==> src/rtl/uart_pkg.sv <==
// Shared UART definitions: receiver state encoding and baud-timing helpers.
package uart_pkg;

    typedef enum logic [2:0] {IDLE, START, DATA, STOP, BREAK} uart_rx_state_t;

    function automatic int unsigned symbol_edge_time(input int unsigned clock_freq,
                                                     input int unsigned baud_rate);
        return clock_freq / baud_rate;
    endfunction

    function automatic int unsigned sample_time(input int unsigned clock_freq,
                                                input int unsigned baud_rate);
        return symbol_edge_time(clock_freq, baud_rate) / 2;
    endfunction

endpackage

==> src/rtl/sync_2ff.sv <==
// Two-flop synchronizer for an asynchronous single-bit input.
module sync_2ff #(
    parameter logic RESET_VALUE = 1'b1
) (
    input  logic i_clk,
    input  logic i_rst,
    input  logic i_d,
    output logic o_q
);

    logic r_meta;
    logic r_sync;

    always_ff @(posedge i_clk) begin
        if (i_rst) begin
            r_meta <= RESET_VALUE;
            r_sync <= RESET_VALUE;
        end else begin
            r_meta <= i_d;
            r_sync <= r_meta;
        end
    end

    assign o_q = r_sync;

endmodule

==> src/rtl/uart_receiver.sv <==
// 8N1 UART receiver with a one-byte ready/valid holding register and
// single-cycle framing-error / overrun pulses.
module uart_receiver
    import uart_pkg::*;
#(
    parameter int unsigned CLOCK_FREQ = 125_000_000,
    parameter int unsigned BAUD_RATE  = 115_200
) (
    input  logic       clk,
    input  logic       rst,
    input  logic       serial_in,
    output logic [7:0] data_out,
    output logic       data_out_valid,
    input  logic       data_out_ready,
    output logic       frame_error,
    output logic       overrun
);

    localparam int unsigned SYMBOL_EDGE_TIME = symbol_edge_time(CLOCK_FREQ, BAUD_RATE);
    localparam int unsigned SAMPLE_TIME      = sample_time(CLOCK_FREQ, BAUD_RATE);
    localparam int unsigned CNT_W            = $clog2(SYMBOL_EDGE_TIME);
    localparam logic [CNT_W-1:0] SYMBOL_LAST = CNT_W'(SYMBOL_EDGE_TIME - 1);
    localparam logic [CNT_W-1:0] SAMPLE_LAST = CNT_W'(SAMPLE_TIME - 1);

    if (SYMBOL_EDGE_TIME < 4) begin : gen_baud_check
        $fatal(1, "uart_receiver: CLOCK_FREQ/BAUD_RATE must be at least 4");
    end

    logic           w_rx;
    logic           w_stop_sample;
    logic           w_byte_done;
    uart_rx_state_t r_state;
    logic [CNT_W-1:0] r_cnt;
    logic [2:0]     r_idx;
    logic [7:0]     r_shift;
    logic [7:0]     r_data;
    logic           r_valid;
    logic           r_frame_error;
    logic           r_overrun;

    sync_2ff #(
        .RESET_VALUE (1'b1)
    ) u_rx_sync (
        .i_clk (clk),
        .i_rst (rst),
        .i_d   (serial_in),
        .o_q   (w_rx)
    );

    assign w_stop_sample = (r_state == STOP) && (r_cnt == SYMBOL_LAST);
    assign w_byte_done   = w_stop_sample && w_rx;

    always_ff @(posedge clk) begin
        if (rst) begin
            r_state <= IDLE;
            r_cnt   <= '0;
            r_idx   <= '0;
            r_shift <= '0;
        end else begin
            case (r_state)
                IDLE: begin
                    if (!w_rx) begin
                        r_cnt   <= '0;
                        r_state <= START;
                    end
                end
                START: begin
                    if (r_cnt == SAMPLE_LAST) begin
                        if (w_rx) begin
                            r_state <= IDLE;
                        end else begin
                            r_cnt   <= '0;
                            r_idx   <= '0;
                            r_state <= DATA;
                        end
                    end else begin
                        r_cnt <= r_cnt + CNT_W'(1);
                    end
                end
                DATA: begin
                    if (r_cnt == SYMBOL_LAST) begin
                        r_shift[r_idx] <= w_rx;
                        r_cnt          <= '0;
                        r_idx          <= r_idx + 3'd1;
                        if (r_idx == 3'd7) begin
                            r_state <= STOP;
                        end
                    end else begin
                        r_cnt <= r_cnt + CNT_W'(1);
                    end
                end
                STOP: begin
                    if (r_cnt == SYMBOL_LAST) begin
                        r_cnt   <= '0;
                        // A low stop bit parks in BREAK so a held-low line cannot retrigger.
                        r_state <= w_rx ? IDLE : BREAK;
                    end else begin
                        r_cnt <= r_cnt + CNT_W'(1);
                    end
                end
                BREAK: begin
                    if (w_rx) begin
                        r_state <= IDLE;
                    end
                end
                default: r_state <= IDLE;
            endcase
        end
    end

    always_ff @(posedge clk) begin
        if (rst) begin
            r_data        <= 8'h00;
            r_valid       <= 1'b0;
            r_frame_error <= 1'b0;
            r_overrun     <= 1'b0;
        end else begin
            r_frame_error <= w_stop_sample && !w_rx;
            r_overrun     <= 1'b0;
            if (w_byte_done) begin
                if (!r_valid || data_out_ready) begin
                    r_data  <= r_shift;
                    r_valid <= 1'b1;
                end else begin
                    r_overrun <= 1'b1;
                end
            end else if (r_valid && data_out_ready) begin
                r_valid <= 1'b0;
            end
        end
    end

    assign data_out       = r_data;
    assign data_out_valid = r_valid;
    assign frame_error    = r_frame_error;
    assign overrun        = r_overrun;

endmodule

==> config.mk <==
export PLATFORM = sky130hd
export DESIGN_NAME = uart_receiver
export DESIGN_NICKNAME = d
export VERILOG_FILES = /design/src/rtl/uart_pkg.sv /design/src/rtl/sync_2ff.sv /design/src/rtl/uart_receiver.sv
export SDC_FILE = /design/constraint.sdc
export NUM_CORES = 1
export LEC_CHECK = 0
export CORE_MARGIN = 3
export CORE_UTILIZATION = 56
export DETAILED_ROUTE_END_ITERATION = 12
export GPL_TIMING_DRIVEN = 0
export PLACE_DENSITY = 0.88
export SLEW_MARGIN = 30
export SYNTH_ARGS = -nofsm -noshare
export SYNTH_HDL_FRONTEND = slang
export SYNTH_SLANG_ARGS = --single-unit
==> constraint.sdc <==
create_clock -name clk -period 2.5 [get_ports clk]
set_input_delay 0.375 -clock clk [delete_from_list [all_inputs] [get_ports clk]]
set_output_delay 0.375 -clock clk [all_outputs]
set_load 0.05 [all_outputs]
==> out/metrics.csv <==
stage,metric,value,unit
outcome,status,"complete, no violations",
drt,drt_iter0_drc,70,
drt,drtPass1Iterations,4,
drt,ant_nets,0,
sta,rsz0062_at_grt,false,
critical_path,crit_type,flop to flop,
global_routing,grt_pass1_wl,6840,µm
power_and_ir_drop,p_int,0.740,mW
drt,viasPerCell,5.87,
synthesis,synth_edf_count,0,
floorplan,die_height,62.9,µm
floorplan,initial_utilization,0.589,
final_layout,nets,243,
global_routing,antenna_found_initial,0,
power_and_ir_drop,ir_drop,0.396,mV
critical_path,crit_arrival,2.52,ns
sta,tns,0,ns
power_and_ir_drop,comb_power_share,0.061,
synthesis,synth.area.top_cells,"dfxtp_1, mux2i_1, nor2_1",
synthesis,synth_area_leader_cell,dfxtp_1,
sta,worst_slew_pin_slew,0.500,ns
global_routing,grt_pass1_vias,1564,
clock_tree,root_buffer,clkbuf_4,
placement,dp_hpwl,2760,µm
global_routing,grtUsageTotal,0.214,
synthesis,synth_ff_type,dfxtp_1,
sta,slew_violations,0,
synthesis,synthArstFlopShare,0,
final_layout,final_core_util,0.672,
sta,setup_viol,0,
synthesis,ys_ff_latch,38,
drt,num_vias,1638,
final_layout,multi_input_area,980,µm²
drt,drc,0,
global_routing,grt_max_degree,14,
clock_tree,cts_tree,yes,
worst_hold_path,hold_path.class,flop to flop,
clock_tree,cts_buffers,5,
synthesis,synthesis.area,0.00181,mm²
sta,fin_crit,2.29,ns
floorplan,core-area,0.00308,mm²
placement,port-buffer-count,14,
synthesis,ys_types,36,
sta,fin_crit_sh,0.915,
sta,fin_skew,0.00533,ns
sta,timing.fmax,437,MHz
final_layout,syn2layout_area_growth,14.1,%
power_and_ir_drop,swShare,0.254,
power_and_ir_drop,switching_power,0.252,mW
drt,drt_wl_total,3880,µm
power_and_ir_drop,power.density,479,mW/mm²
synthesis,synth_nets,222,
power_and_ir_drop,cellLeakagePower,0.710,nW
clock_tree,insertion_delay,0.35,ns
floorplan,fp.dieArea,0.00396,mm²
floorplan,num_rows,20,
final_layout,seq_area,761,µm²
final_layout,layout-drive-gt1-share,0.0851,
critical_path,end_kind,flop,
global_routing,grt-ovfl-total,0,
floorplan,ios,15,
synthesis,synth_commonest_cells,"dfxtp_1, nor2_1, mux2i_1, nand3_1, nand2_1",
drt,wl_per_cell,13.9,µm
clock_tree,cts.htree.levels,2,
clock_tree,clock_sinks,38,
clock_tree,clockBufferDepth,2,
sta,relSlewSlack,0.665,
synthesis,synth_area_per_cell,8.51,µm²
sta,fin_hold_ws,0.422,ns
final_layout,diodes,0,
job,drv_cap,0,
synthesis,synth_most_common_cell,dfxtp_1,
synthesis,ys_seq_area_frac,0.420,
synthesis,synth.top_cell.area_share,0.420,
critical_path,critPathLaunchType,flop,
synthesis,yosys_warnings,0,
clock_tree,path_clk_slew,0.11,ns
critical_path,crit_required,2.73,ns
final_layout,fillCellCount,252,
placement,finalWeightedCongestion,0.800,
power_and_ir_drop,seqPwrFrac,0.617,
power_and_ir_drop,power.clock.fraction,0.321,
critical_path,crit_fanout,10,
floorplan,die_w,62.9,µm
sta,finalHoldViolCount,0,
synthesis,synth_cells,213,
repair_timing:
item | 4_1_cts | 5_1_grt
endpoints found under the setup margin | 0 | 8
gates resized for setup | 0 | 2
hold endpoints to repair | 0 | 0
setup buffers | 0 | 0
hold buffers | 0 | 0
sequential cells by signal, indices dropped and copies added, names as in the netlist, 3 cells and up:
register	count
r_idx	3
data_out	8
r_state	3
r_shift	8
r_cnt	11
cells by family after synthesis:
group	share of synthesized area
simple gates	0.302
flops	0.420
compound gates	0.116
buf+inv	0.0400
mux	0.0883
fa+ha+maj	0.0345
power groups by stage:
stage	Clock [mW]	Combinational (mW)	Sequential, mW
global route	0.354	0.0679	0.613
finish	0.319	0.0608	0.612
CTS	0.328	0.0598	0.612
global placement	0	0.0591	0.626
detailed placement	0	0.0596	0.626
floorplan	0	0.0419	0.625
path summary, 6_finish.rpt:
path,start,end,slack [ns],cells after the start
max,r_cnt[6],r_cnt[8],0.21,8
min,u_rx_sync.r_meta,u_rx_sync.o_q,0.42,1
max reg2reg,r_cnt[6],r_cnt[8],0.21,8
min reg2reg,u_rx_sync.r_meta,u_rx_sync.o_q,0.42,1
placed cells by master, fill, tap and decap left out, types with 2 or more instances in the layout:
cell | Yosys | layout
inv_1 | 4 | 4
clkdlybuf4s50_1 | 0 | 14
buf_2 | 4 | 4
a22oi_1 | 5 | 5
clkbuf_4 | 0 | 5
nor3_1 | 9 | 9
nand4_1 | 9 | 9
nor4_1 | 3 | 3
clkbuf_1 | 10 | 9
a31oi_1 | 8 | 8
a21oi_1 | 7 | 7
or2_2 | 5 | 5
nand4b_1 | 2 | 2
mux2i_1 | 16 | 16
ha_1 | 5 | 5
dfxtp_1 | 38 | 38
or3_1 | 7 | 7
nor2b_1 | 3 | 3
nor2_1 | 29 | 29
nand2_1 | 12 | 12
nand3b_1 | 3 | 3
nor4b_1 | 2 | 2
nand3_1 | 14 | 14
o21ai_0 | 4 | 4
cell type report:
cell class / instances / area share
clock inverter: 3 / 0.0103
clock buffer: 5 / 0.0181
multi-input combinational: 157 / 0.474
buffer: 14 / 0.0284
tap: 44 / 0.0266
inverter: 4 / 0.00726
sequential: 38 / 0.368
timing repair buffer: 14 / 0.0678
metal layers:
layer / wire (µm) / vias up / GRT usage
met3: 167 / 6 / 0.0504
met1: 1780 / 780 / 0.265
met4: 56 / 0 / 0.105
li1: - / 817 / -
met2: 1870 / 35 / 0.345
met5: 0 / - / 0
critical path, cell delays in order, from the launching register on:
cell and delay (ns):
dfxtp_1 0.39, or3_1 0.39, buf_2 0.17, nor4_1 0.39, buf_2 0.30, nor3_1 0.10
clkbuf_2 0.22, nand3_1 0.13, a31oi_1 0.09
through the flow:
stage	power [mW]	cell area (µm²)	instances	worst slack [ns]
floorplan	0.667	1810	213	0.463
global route	1.03	2070	279	0.00173
global placement	0.685	2010	271	0.199
CTS	1.00	2070	279	0.150
detailed placement	0.686	2010	271	0.208
finish	0.992	2070	279	0.212
(Power assumes the default switching activity.)
